--- config.mk ---
export PLATFORM = sky130hd
export DESIGN_NAME = uart_echo_dev
export DESIGN_NICKNAME = d
export VERILOG_FILES = /design/src/rtl/uart_echo_dev.sv
export SDC_FILE = /design/constraint.sdc
export NUM_CORES = 1
export LEC_CHECK = 0
export ABC_AREA = 1
export CAP_MARGIN = 20
export CORE_MARGIN = 3
export CORE_UTILIZATION = 50
export CTS_CLUSTER_DIAMETER = 200
export DETAILED_ROUTE_END_ITERATION = 10
export PLACE_DENSITY = 0.72
export RECOVER_POWER = 100
export SYNTH_ARGS = -nofsm -noshare
export SYNTH_HDL_FRONTEND = slang
export SYNTH_SLANG_ARGS = --single-unit
--- constraint.sdc ---
create_clock -name clk -period 1.9 [get_ports clk]
set_input_delay 0.38 -clock clk [delete_from_list [all_inputs] [get_ports clk]]
set_output_delay 0.38 -clock clk [all_outputs]
set_load 0.01 [all_outputs]
--- src/rtl/uart_echo_dev.sv ---
// UART virtual device: checks incoming frames, buffers good words in a FIFO and
// retransmits each one (optionally inverted), with saturating error/status counters.
module uart_echo_dev #(
    parameter int CLKS_PER_BIT = 16,
    parameter int DATA_BITS    = 8,
    parameter int PARITY_EN    = 0,
    parameter int PARITY_ODD   = 0,
    parameter int STOP_BITS    = 1,
    parameter int FIFO_DEPTH   = 4,
    parameter int XFORM        = 0
) (
    input  logic                          clk,
    input  logic                          rst,
    input  logic                          rx_i,
    input  logic                          tx_hold_i,
    output logic                          tx_o,
    output logic                          tx_busy,
    output logic [$clog2(FIFO_DEPTH):0]   fifo_level,
    output logic [15:0]                   rx_frame_cnt,
    output logic [7:0]                    parity_err_cnt,
    output logic [7:0]                    frame_err_cnt,
    output logic                          overflow
);

    localparam int CNT_W = $clog2(CLKS_PER_BIT);
    localparam int AW    = $clog2(FIFO_DEPTH);
    localparam int BIT_W = 4;

    localparam logic [CNT_W-1:0] CNT_MID  = CNT_W'(CLKS_PER_BIT / 2 - 1);
    localparam logic [CNT_W-1:0] CNT_LAST = CNT_W'(CLKS_PER_BIT - 1);
    localparam logic [BIT_W-1:0] DAT_LAST = BIT_W'(DATA_BITS - 1);
    localparam logic [BIT_W-1:0] STP_LAST = BIT_W'(STOP_BITS - 1);
    localparam logic [AW:0]      LVL_FULL = (AW + 1)'(FIFO_DEPTH);
    localparam logic             PODD     = (PARITY_ODD != 0);
    localparam logic             PEN      = (PARITY_EN != 0);

    typedef enum logic [2:0] {
        RX_IDLE, RX_START, RX_DATA, RX_PARITY, RX_STOP, RX_RECOVER
    } rx_state_t;

    typedef enum logic [2:0] {
        TX_IDLE, TX_START, TX_DATA, TX_PARITY, TX_STOP
    } tx_state_t;

    function automatic logic [15:0] sat_inc16(input logic [15:0] v);
        return (v == 16'hFFFF) ? v : v + 16'd1;
    endfunction

    function automatic logic [7:0] sat_inc8(input logic [7:0] v);
        return (v == 8'hFF) ? v : v + 8'd1;
    endfunction

    function automatic logic [DATA_BITS-1:0] xform(input logic [DATA_BITS-1:0] d);
        return (XFORM != 0) ? ~d : d;
    endfunction

    // ---------------- input synchronizer and edge detect ----------------
    logic r_rx_s1;
    logic r_rx_s2;
    logic r_rx_prev;
    logic w_rx;
    logic w_rx_fall;

    always_ff @(posedge clk) begin
        if (rst) begin
            r_rx_s1   <= 1'b1;
            r_rx_s2   <= 1'b1;
            r_rx_prev <= 1'b1;
        end else begin
            r_rx_s1   <= rx_i;
            r_rx_s2   <= r_rx_s1;
            r_rx_prev <= r_rx_s2;
        end
    end

    assign w_rx      = r_rx_s2;
    assign w_rx_fall = r_rx_prev & ~r_rx_s2;

    // ---------------- receive FSM ----------------
    rx_state_t            r_rx_state;
    rx_state_t            w_rx_state_nx;
    logic [CNT_W-1:0]     r_rx_cnt;
    logic [CNT_W-1:0]     w_rx_cnt_nx;
    logic [BIT_W-1:0]     r_rx_bit;
    logic [BIT_W-1:0]     w_rx_bit_nx;
    logic [DATA_BITS-1:0] r_rx_shift;
    logic [DATA_BITS-1:0] w_rx_shift_nx;
    logic                 r_rx_perr;
    logic                 w_rx_perr_nx;
    logic                 r_rx_ferr;
    logic                 w_rx_ferr_nx;
    logic                 w_rx_ferr_now;
    logic                 w_rx_good;
    logic                 w_rx_perr_evt;
    logic                 w_rx_ferr_evt;
    logic                 w_rx_tick;

    assign w_rx_tick = (r_rx_cnt == CNT_LAST);

    always_comb begin
        w_rx_state_nx = r_rx_state;
        w_rx_cnt_nx   = r_rx_cnt;
        w_rx_bit_nx   = r_rx_bit;
        w_rx_shift_nx = r_rx_shift;
        w_rx_perr_nx  = r_rx_perr;
        w_rx_ferr_nx  = r_rx_ferr;
        w_rx_ferr_now = r_rx_ferr | ~w_rx;
        w_rx_good     = 1'b0;
        w_rx_perr_evt = 1'b0;
        w_rx_ferr_evt = 1'b0;
        case (r_rx_state)
            RX_IDLE: begin
                if (w_rx_fall) begin
                    w_rx_state_nx = RX_START;
                    w_rx_cnt_nx   = '0;
                end
            end
            RX_START: begin
                // A line that is high again at mid start bit was only a glitch.
                if (r_rx_cnt == CNT_MID) begin
                    w_rx_cnt_nx   = '0;
                    w_rx_bit_nx   = '0;
                    w_rx_perr_nx  = 1'b0;
                    w_rx_ferr_nx  = 1'b0;
                    w_rx_state_nx = w_rx ? RX_IDLE : RX_DATA;
                end else begin
                    w_rx_cnt_nx = r_rx_cnt + 1'b1;
                end
            end
            RX_DATA: begin
                if (w_rx_tick) begin
                    w_rx_cnt_nx   = '0;
                    w_rx_shift_nx = {w_rx, r_rx_shift[DATA_BITS-1:1]};
                    if (r_rx_bit == DAT_LAST) begin
                        w_rx_bit_nx   = '0;
                        w_rx_state_nx = PEN ? RX_PARITY : RX_STOP;
                    end else begin
                        w_rx_bit_nx = r_rx_bit + 1'b1;
                    end
                end else begin
                    w_rx_cnt_nx = r_rx_cnt + 1'b1;
                end
            end
            RX_PARITY: begin
                if (w_rx_tick) begin
                    w_rx_cnt_nx   = '0;
                    w_rx_perr_nx  = ((^r_rx_shift) ^ w_rx) != PODD;
                    w_rx_state_nx = RX_STOP;
                end else begin
                    w_rx_cnt_nx = r_rx_cnt + 1'b1;
                end
            end
            RX_STOP: begin
                if (w_rx_tick) begin
                    w_rx_cnt_nx  = '0;
                    w_rx_ferr_nx = w_rx_ferr_now;
                    if (r_rx_bit == STP_LAST) begin
                        // Framing errors win over parity errors; one counter per frame.
                        w_rx_bit_nx = '0;
                        if (w_rx_ferr_now) begin
                            w_rx_ferr_evt = 1'b1;
                            w_rx_state_nx = RX_RECOVER;
                        end else if (r_rx_perr) begin
                            w_rx_perr_evt = 1'b1;
                            w_rx_state_nx = RX_IDLE;
                        end else begin
                            w_rx_good     = 1'b1;
                            w_rx_state_nx = RX_IDLE;
                        end
                    end else begin
                        w_rx_bit_nx = r_rx_bit + 1'b1;
                    end
                end else begin
                    w_rx_cnt_nx = r_rx_cnt + 1'b1;
                end
            end
            RX_RECOVER: begin
                if (w_rx) begin
                    w_rx_state_nx = RX_IDLE;
                end
            end
            default: begin
                w_rx_state_nx = RX_IDLE;
            end
        endcase
    end

    always_ff @(posedge clk) begin
        if (rst) begin
            r_rx_state <= RX_IDLE;
            r_rx_cnt   <= '0;
            r_rx_bit   <= '0;
            r_rx_perr  <= 1'b0;
            r_rx_ferr  <= 1'b0;
        end else begin
            r_rx_state <= w_rx_state_nx;
            r_rx_cnt   <= w_rx_cnt_nx;
            r_rx_bit   <= w_rx_bit_nx;
            r_rx_perr  <= w_rx_perr_nx;
            r_rx_ferr  <= w_rx_ferr_nx;
        end
    end

    always_ff @(posedge clk) begin
        r_rx_shift <= w_rx_shift_nx;
    end

    // ---------------- FIFO ----------------
    logic [DATA_BITS-1:0] r_mem [FIFO_DEPTH];
    logic [AW-1:0]        r_wptr;
    logic [AW-1:0]        r_rptr;
    logic [AW:0]          r_level;
    logic [DATA_BITS-1:0] w_fifo_rd;
    logic                 w_full;
    logic                 w_empty;
    logic                 w_push;
    logic                 w_pop;
    logic                 w_ovf_set;

    assign w_full    = (r_level == LVL_FULL);
    assign w_empty   = (r_level == '0);
    assign w_fifo_rd = r_mem[r_rptr];
    // A full FIFO still accepts a word when the transmitter pops in the same cycle.
    assign w_push    = w_rx_good & (~w_full | w_pop);
    assign w_ovf_set = w_rx_good & w_full & ~w_pop;

    always_ff @(posedge clk) begin
        if (w_push) begin
            r_mem[r_wptr] <= xform(r_rx_shift);
        end
    end

    always_ff @(posedge clk) begin
        if (rst) begin
            r_wptr  <= '0;
            r_rptr  <= '0;
            r_level <= '0;
        end else begin
            if (w_push) begin
                r_wptr <= r_wptr + 1'b1;
            end
            if (w_pop) begin
                r_rptr <= r_rptr + 1'b1;
            end
            case ({w_push, w_pop})
                2'b10:   r_level <= r_level + 1'b1;
                2'b01:   r_level <= r_level - 1'b1;
                default: r_level <= r_level;
            endcase
        end
    end

    // ---------------- status counters ----------------
    logic [15:0] r_frame_cnt;
    logic [7:0]  r_perr_cnt;
    logic [7:0]  r_ferr_cnt;
    logic        r_overflow;

    always_ff @(posedge clk) begin
        if (rst) begin
            r_frame_cnt <= '0;
            r_perr_cnt  <= '0;
            r_ferr_cnt  <= '0;
            r_overflow  <= 1'b0;
        end else begin
            if (w_rx_good) begin
                r_frame_cnt <= sat_inc16(r_frame_cnt);
            end
            if (w_rx_perr_evt) begin
                r_perr_cnt <= sat_inc8(r_perr_cnt);
            end
            if (w_rx_ferr_evt) begin
                r_ferr_cnt <= sat_inc8(r_ferr_cnt);
            end
            if (w_ovf_set) begin
                r_overflow <= 1'b1;
            end
        end
    end

    // ---------------- transmit FSM ----------------
    tx_state_t            r_tx_state;
    tx_state_t            w_tx_state_nx;
    logic [CNT_W-1:0]     r_tx_cnt;
    logic [CNT_W-1:0]     w_tx_cnt_nx;
    logic [BIT_W-1:0]     r_tx_bit;
    logic [BIT_W-1:0]     w_tx_bit_nx;
    logic [DATA_BITS-1:0] r_tx_shift;
    logic                 r_tx_par;
    logic                 w_tx_shift_en;
    logic                 w_tx_tick;
    logic                 r_tx_o;
    logic                 r_tx_busy;

    assign w_tx_tick = (r_tx_cnt == CNT_LAST);

    always_comb begin
        w_tx_state_nx = r_tx_state;
        w_tx_cnt_nx   = r_tx_cnt;
        w_tx_bit_nx   = r_tx_bit;
        w_tx_shift_en = 1'b0;
        w_pop         = 1'b0;
        case (r_tx_state)
            TX_IDLE: begin
                if (!w_empty && !tx_hold_i) begin
                    w_pop         = 1'b1;
                    w_tx_cnt_nx   = '0;
                    w_tx_state_nx = TX_START;
                end
            end
            TX_START: begin
                if (w_tx_tick) begin
                    w_tx_cnt_nx   = '0;
                    w_tx_bit_nx   = '0;
                    w_tx_state_nx = TX_DATA;
                end else begin
                    w_tx_cnt_nx = r_tx_cnt + 1'b1;
                end
            end
            TX_DATA: begin
                if (w_tx_tick) begin
                    w_tx_cnt_nx   = '0;
                    w_tx_shift_en = 1'b1;
                    if (r_tx_bit == DAT_LAST) begin
                        w_tx_bit_nx   = '0;
                        w_tx_state_nx = PEN ? TX_PARITY : TX_STOP;
                    end else begin
                        w_tx_bit_nx = r_tx_bit + 1'b1;
                    end
                end else begin
                    w_tx_cnt_nx = r_tx_cnt + 1'b1;
                end
            end
            TX_PARITY: begin
                if (w_tx_tick) begin
                    w_tx_cnt_nx   = '0;
                    w_tx_bit_nx   = '0;
                    w_tx_state_nx = TX_STOP;
                end else begin
                    w_tx_cnt_nx = r_tx_cnt + 1'b1;
                end
            end
            TX_STOP: begin
                if (w_tx_tick) begin
                    w_tx_cnt_nx = '0;
                    if (r_tx_bit == STP_LAST) begin
                        w_tx_bit_nx   = '0;
                        w_tx_state_nx = TX_IDLE;
                    end else begin
                        w_tx_bit_nx = r_tx_bit + 1'b1;
                    end
                end else begin
                    w_tx_cnt_nx = r_tx_cnt + 1'b1;
                end
            end
            default: begin
                w_tx_state_nx = TX_IDLE;
            end
        endcase
    end

    always_ff @(posedge clk) begin
        if (rst) begin
            r_tx_state <= TX_IDLE;
            r_tx_cnt   <= '0;
            r_tx_bit   <= '0;
        end else begin
            r_tx_state <= w_tx_state_nx;
            r_tx_cnt   <= w_tx_cnt_nx;
            r_tx_bit   <= w_tx_bit_nx;
        end
    end

    always_ff @(posedge clk) begin
        if (w_pop) begin
            r_tx_shift <= w_fifo_rd;
            r_tx_par   <= (^w_fifo_rd) ^ PODD;
        end else if (w_tx_shift_en) begin
            r_tx_shift <= r_tx_shift >> 1;
        end
    end

    // Line and busy are registered from the FSM state, so they trail it by one cycle.
    always_ff @(posedge clk) begin
        if (rst) begin
            r_tx_o    <= 1'b1;
            r_tx_busy <= 1'b0;
        end else begin
            r_tx_busy <= (r_tx_state != TX_IDLE);
            case (r_tx_state)
                TX_START:  r_tx_o <= 1'b0;
                TX_DATA:   r_tx_o <= r_tx_shift[0];
                TX_PARITY: r_tx_o <= r_tx_par;
                default:   r_tx_o <= 1'b1;
            endcase
        end
    end

    assign tx_o           = r_tx_o;
    assign tx_busy        = r_tx_busy;
    assign fifo_level     = r_level;
    assign rx_frame_cnt   = r_frame_cnt;
    assign parity_err_cnt = r_perr_cnt;
    assign frame_err_cnt  = r_ferr_cnt;
    assign overflow       = r_overflow;

endmodule

==> results <==
- The leakage power figure is 3.07 nW.
- For this run, design rule violations remaining after detail routing come to 0.
- The worst clock skew is around 7.5 ps.
- From synthesis to final layout, the design area changed by 23.4%.
- The number of DRC markers after the initial detailed-route iteration is roughly 380.
- The floorplan step defined a die boundary enclosing 0.0136 sq mm.
- The shortest clock period the worst path allows after layout is 1830 ps.
- The worst hold path was traced through 2 stages.
- The total detailed-routing wirelength is between 10000 and 15000 um.
- sky130_fd_sc_hd__nand2_1 is the most common cell in the netlist.
- The wire length of the first global-routing pass is 22600 um.
- The number of diodes is 0.
- The number of global-route vias before repair came to 5229.
- The clock tree synthesis step divided the H-tree into 4 levels.
- The class of the tightest hold or removal check is input port to register.
- The path type of the worst setup path is register to register.
- The routability congestion estimate from global placement is 0.899.
- The largest total area in the synthesized netlist belongs to sky130_fd_sc_hd__edfxtp_1.
- The clock root buffer master is sky130_fd_sc_hd__clkbuf_16.
- The commonest cells after synthesis are 245 x sky130_fd_sc_hd__nand2_1, 76 x sky130_fd_sc_hd__inv_1, 71 x sky130_fd_sc_hd__dfxtp_1.
- Entering global routing, the biggest net connects 31 pins.
- The top cell type by area accounts for 24.1% of the synthesized area.
- The total power divided by cell area is 1140 mW/mm^2.
- The hold violation count in the final report is 0.
- 42 I/O pins were placed.
- The detailed router placed 5286 vias in this run.
- For this run, the top clock speed supported by timing is 0.545 GHz.
- The later pin in the worst-skew pair is clocked with a latency of 410 ps.
- Among all flip-flop cells after synthesis, the most frequent one is sky130_fd_sc_hd__dfxtp_1.
- STA classifies the critical path startpoint as a register.
- The minimum setup slack among reg-to-reg paths is 70 ps.
- Counting both buffers and inverters, the worst setup path holds a total of 3.
- Across the run, the number of max-cap violations was 0.
- Dividing the synthesized area by the synthesized cell count gives 7.86 sq um.
- Clock tree synthesis inserted a total of 17 buffers.
- The synthesized netlist occupies a cell area of just over 0.006 sq mm.
- The post-detailed-placement half-perimeter wirelength is roughly 9500 um.
- The initial antenna violation count is 0.
- The number of cells on the worst reg-to-reg path is 13.
- STA classifies the critical path endpoint as a register.
- Once the floorplan was initialized, standard cells occupied 52.5% of the core.
- During placement, the flow inserted port buffers numbering 41.
- The setup slack after placement is -94.0 ps.
- The final-report max-slew violation count is 0.
- IR analysis of the VDD net gives a maximum drop of 759 uV.
- The area inside the core boundary is 0.0117 sq mm.
- By area the synthesized netlist is led by sky130_fd_sc_hd__edfxtp_1 24%, sky130_fd_sc_hd__dfxtp_1 23%, sky130_fd_sc_hd__nand2_1 15%.
- The remaining antenna violation count after routing is 0.
- The multi-input combinational cell area is 0.00286 sq mm.
- After detailed placement, the total cell area comes to 0.00687 sq mm.
- The height of the die is 117 um.
- Of all flip-flops after synthesis, the portion carrying an async set or reset was 0%.
- The cell area after layout is 0.00755 sq mm.
- For this run the aggregate overflow at the end of global routing stands at 0.
- Counting flops with a built-in enable in the synthesized netlist gives a little under 50.
- Setup repair after global routing could not meet its margin everywhere.
- STA puts the critical path data arrival time at 2140 ps.
- Among all stages on the critical path, the largest delay is contributed by sky130_fd_sc_hd__dfxtp_2.
- For this run, the post-layout net count is 875.
- Across every metal layer, demand over resource in global routing totals 20.7%.
- The post-route netlist has 16.0% of its cells at a drive strength greater than 1.
- The number of core rows is 39.
- Of all nets on the critical path, the largest fanout is 3.
- For the worst setup path, the data required time is 2210 ps.
- The clock-pin transition on the worst setup and hold timing paths is ~60 ps.
- The post-synthesis sequential element count is 120.
- The sequential cells in the finished layout cover a total of about 0.0029 sq mm.
- No sink is reached through more buffers than the 2 on the longest clock path.
- In this run the horizontal extent of the chip is 117 um.
- The total stage count of the critical path is 13.
- In the synthesized netlist, the number of instances is 778.
- Synthesis produced a netlist with a net count of approximately 800.
- The delay of the slowest cell on the worst path is 370 ps.
- Setup violations remaining at the end of the flow were counted as 0.
- The register area share after synthesis is between 40% and 50%.
- In the final routed layout, each cell accounts on average for 12.9 um.
- Across all setup checks in the final design, the least slack found is 66.7 ps.
- The relative slew slack is 70.0%.
- For this run, the share of the core covered by cells in the final layout is 64.7%.
- The average via count per standard cell is 5.22.
- The flow ran to the end, and the final reports show no timing, DRC or antenna violations.
- For the pin with the worst max-slew slack, the measured transition is 446 ps.
- The number of distinct library cell variants in the gate-level netlist after synthesis is 43.
- The top cell family by delay on the critical path is adder cells.
- The TritonCTS clock tree is built.
- The warning count from the yosys run is 0.
- In the finished design, the share of the clock period the worst path needs comes to 96.5%.
- The critical path goes through ha_4, nand2_4, inv_2, nand2_4, nor2_4, nand3_2, nand2_2, inv_2, fa_2, inv_2, nand2_2, a21oi_2, nor2_1.
- The pre-antenna-repair detailed-routing pass consisted of 7 iterations.
- The number of hold-repair buffers added at the cts stage is 0.
- Counting stages on the worst path, the most repeated cell is sky130_fd_sc_hd__inv_2.
- The final-layout fill cell count is 941.
- The clock sink count is 120.
-- stage by stage --
step | hold WS, ps | std cells | setup TNS (ps) | power, mW
after floorplan | 389 | 778 | -2250 | 4.74
after global placement | 397 | 978 | -833 | 5.24
after detailed placement | 403 | 978 | -1770 | 5.35
after CTS | 345 | 1010 | -36.7 | 8.55
after global routing | 366 | 1013 | -54.5 | 9.15
final | 355 | 1013 | 0 | 8.62
-- state kept, by name (all words and copies together) (netlist names), 4 cells and up, named ones only --
register / flops
r_tx_shift: 8
r_rx_bit: 4
r_tx_cnt: 4
parity_err_cnt: 8
rx_frame_cnt: 16
r_mem: 32
r_rx_shift: 8
frame_err_cnt: 8
r_tx_bit: 4
r_rx_cnt: 4
-- path summary, 6_finish.rpt --
| check | endpoint | from |
|---|---|---|
| min reg2reg | r_rx_s2 | r_rx_s1 |
| min | frame_err_cnt[1] | rst |
| max reg2reg | fifo_level[2] | r_rx_cnt[1] |
| max | fifo_level[2] | r_rx_cnt[1] |
-- worst register-to-register path, delay by kind of cell, from the launching register on --
kind | cells | cell delay, ps
simple gates | 7 | 540
fa+ha+maj | 2 | 530
flops | 1 | 370
buf+inv | 3 | 180
compound gates | 1 | 120
-- placed cells by master, fill, tap and decap left out, types with 2 or more instances in the layout --
master,synthesis,final
sky130_fd_sc_hd__nand4_1,8,8
sky130_fd_sc_hd__o21ai_1,6,6
sky130_fd_sc_hd__clkbuf_16,0,17
sky130_fd_sc_hd__a21oi_2,10,11
sky130_fd_sc_hd__o21a_1,2,2
sky130_fd_sc_hd__inv_4,2,2
sky130_fd_sc_hd__nor2_2,6,7
sky130_fd_sc_hd__inv_2,7,9
sky130_fd_sc_hd__nor2_1,59,57
sky130_fd_sc_hd__clkinv_1,2,2
sky130_fd_sc_hd__nand3_2,3,5
sky130_fd_sc_hd__or2_2,2,2
sky130_fd_sc_hd__a31oi_1,2,2
sky130_fd_sc_hd__clkinv_4,0,5
sky130_fd_sc_hd__nor3_2,1,2
sky130_fd_sc_hd__a211oi_1,3,3
sky130_fd_sc_hd__inv_1,76,74
sky130_fd_sc_hd__xor2_1,15,15
sky130_fd_sc_hd__clkbuf_1,7,2
sky130_fd_sc_hd__nor3_1,22,21
sky130_fd_sc_hd__edfxtp_1,49,49
sky130_fd_sc_hd__dfxtp_2,0,4
sky130_fd_sc_hd__nor2_4,5,6
sky130_fd_sc_hd__dfxtp_1,71,67
sky130_fd_sc_hd__ha_1,13,12
sky130_fd_sc_hd__o21ai_0,24,24
sky130_fd_sc_hd__nand2_4,1,3
sky130_fd_sc_hd__nand2_1,245,240
sky130_fd_sc_hd__xnor2_1,4,4
sky130_fd_sc_hd__buf_12,0,2
sky130_fd_sc_hd__bufinv_16,0,2
sky130_fd_sc_hd__nand3_1,52,50
sky130_fd_sc_hd__nand2_2,12,15
sky130_fd_sc_hd__clkinvlp_4,0,3
sky130_fd_sc_hd__inv_6,0,5
sky130_fd_sc_hd__clkdlybuf4s50_1,0,40
sky130_fd_sc_hd__buf_4,2,30
sky130_fd_sc_hd__a21oi_1,48,47
sky130_fd_sc_hd__o22ai_1,3,3
-- power breakdown --
group | total, mW | internal [mW] | switching [mW]
logic | 2.36 | 0.859 | 1.50
registers | 3.10 | 2.94 | 0.159
clock network | 3.17 | 1.96 | 1.21
total | 8.62 | 5.75 | 2.87
-- timing repair --
action                                  CTS  global route
setup buffers                             0             3
pin swaps                                 2             9
gates cloned                              0             0
gates resized for setup                   2            19
endpoints found under the setup margin   33            36
-- logic make-up after synthesis --
logic type / share of synthesized area, %
AO/OA/AOI/OAI: 9.25
XOR/XNOR: 2.72
adder cells (fa/ha/maj): 2.99
buffers and inverters: 7.04
flip-flops: 47.3
AND/OR/NAND/NOR: 30.7
-- metal layers --
metal | global-route usage, % | up-vias | share of wire (%)
met3 | 4.66 | 27 | 3.8
li1 | - | 2704 | -
met1 | 25.0 | 2435 | 44
met4 | 9.17 | 0 | 2.1
met5 | 0 | - | 0
met2 | 35.4 | 120 | 50
-- cell type report --
cell class | instances | share of cell area [%]
flip-flops and latches | 120 | 38.4
multi-input cells | 555 | 37.9
repair buffers | 76 | 9.05
clock buffers | 17 | 5.64
inverters | 87 | 4.39
well taps | 143 | 2.37
clock inverters | 15 | 2.25
Power figures use the tool's default switching activity.
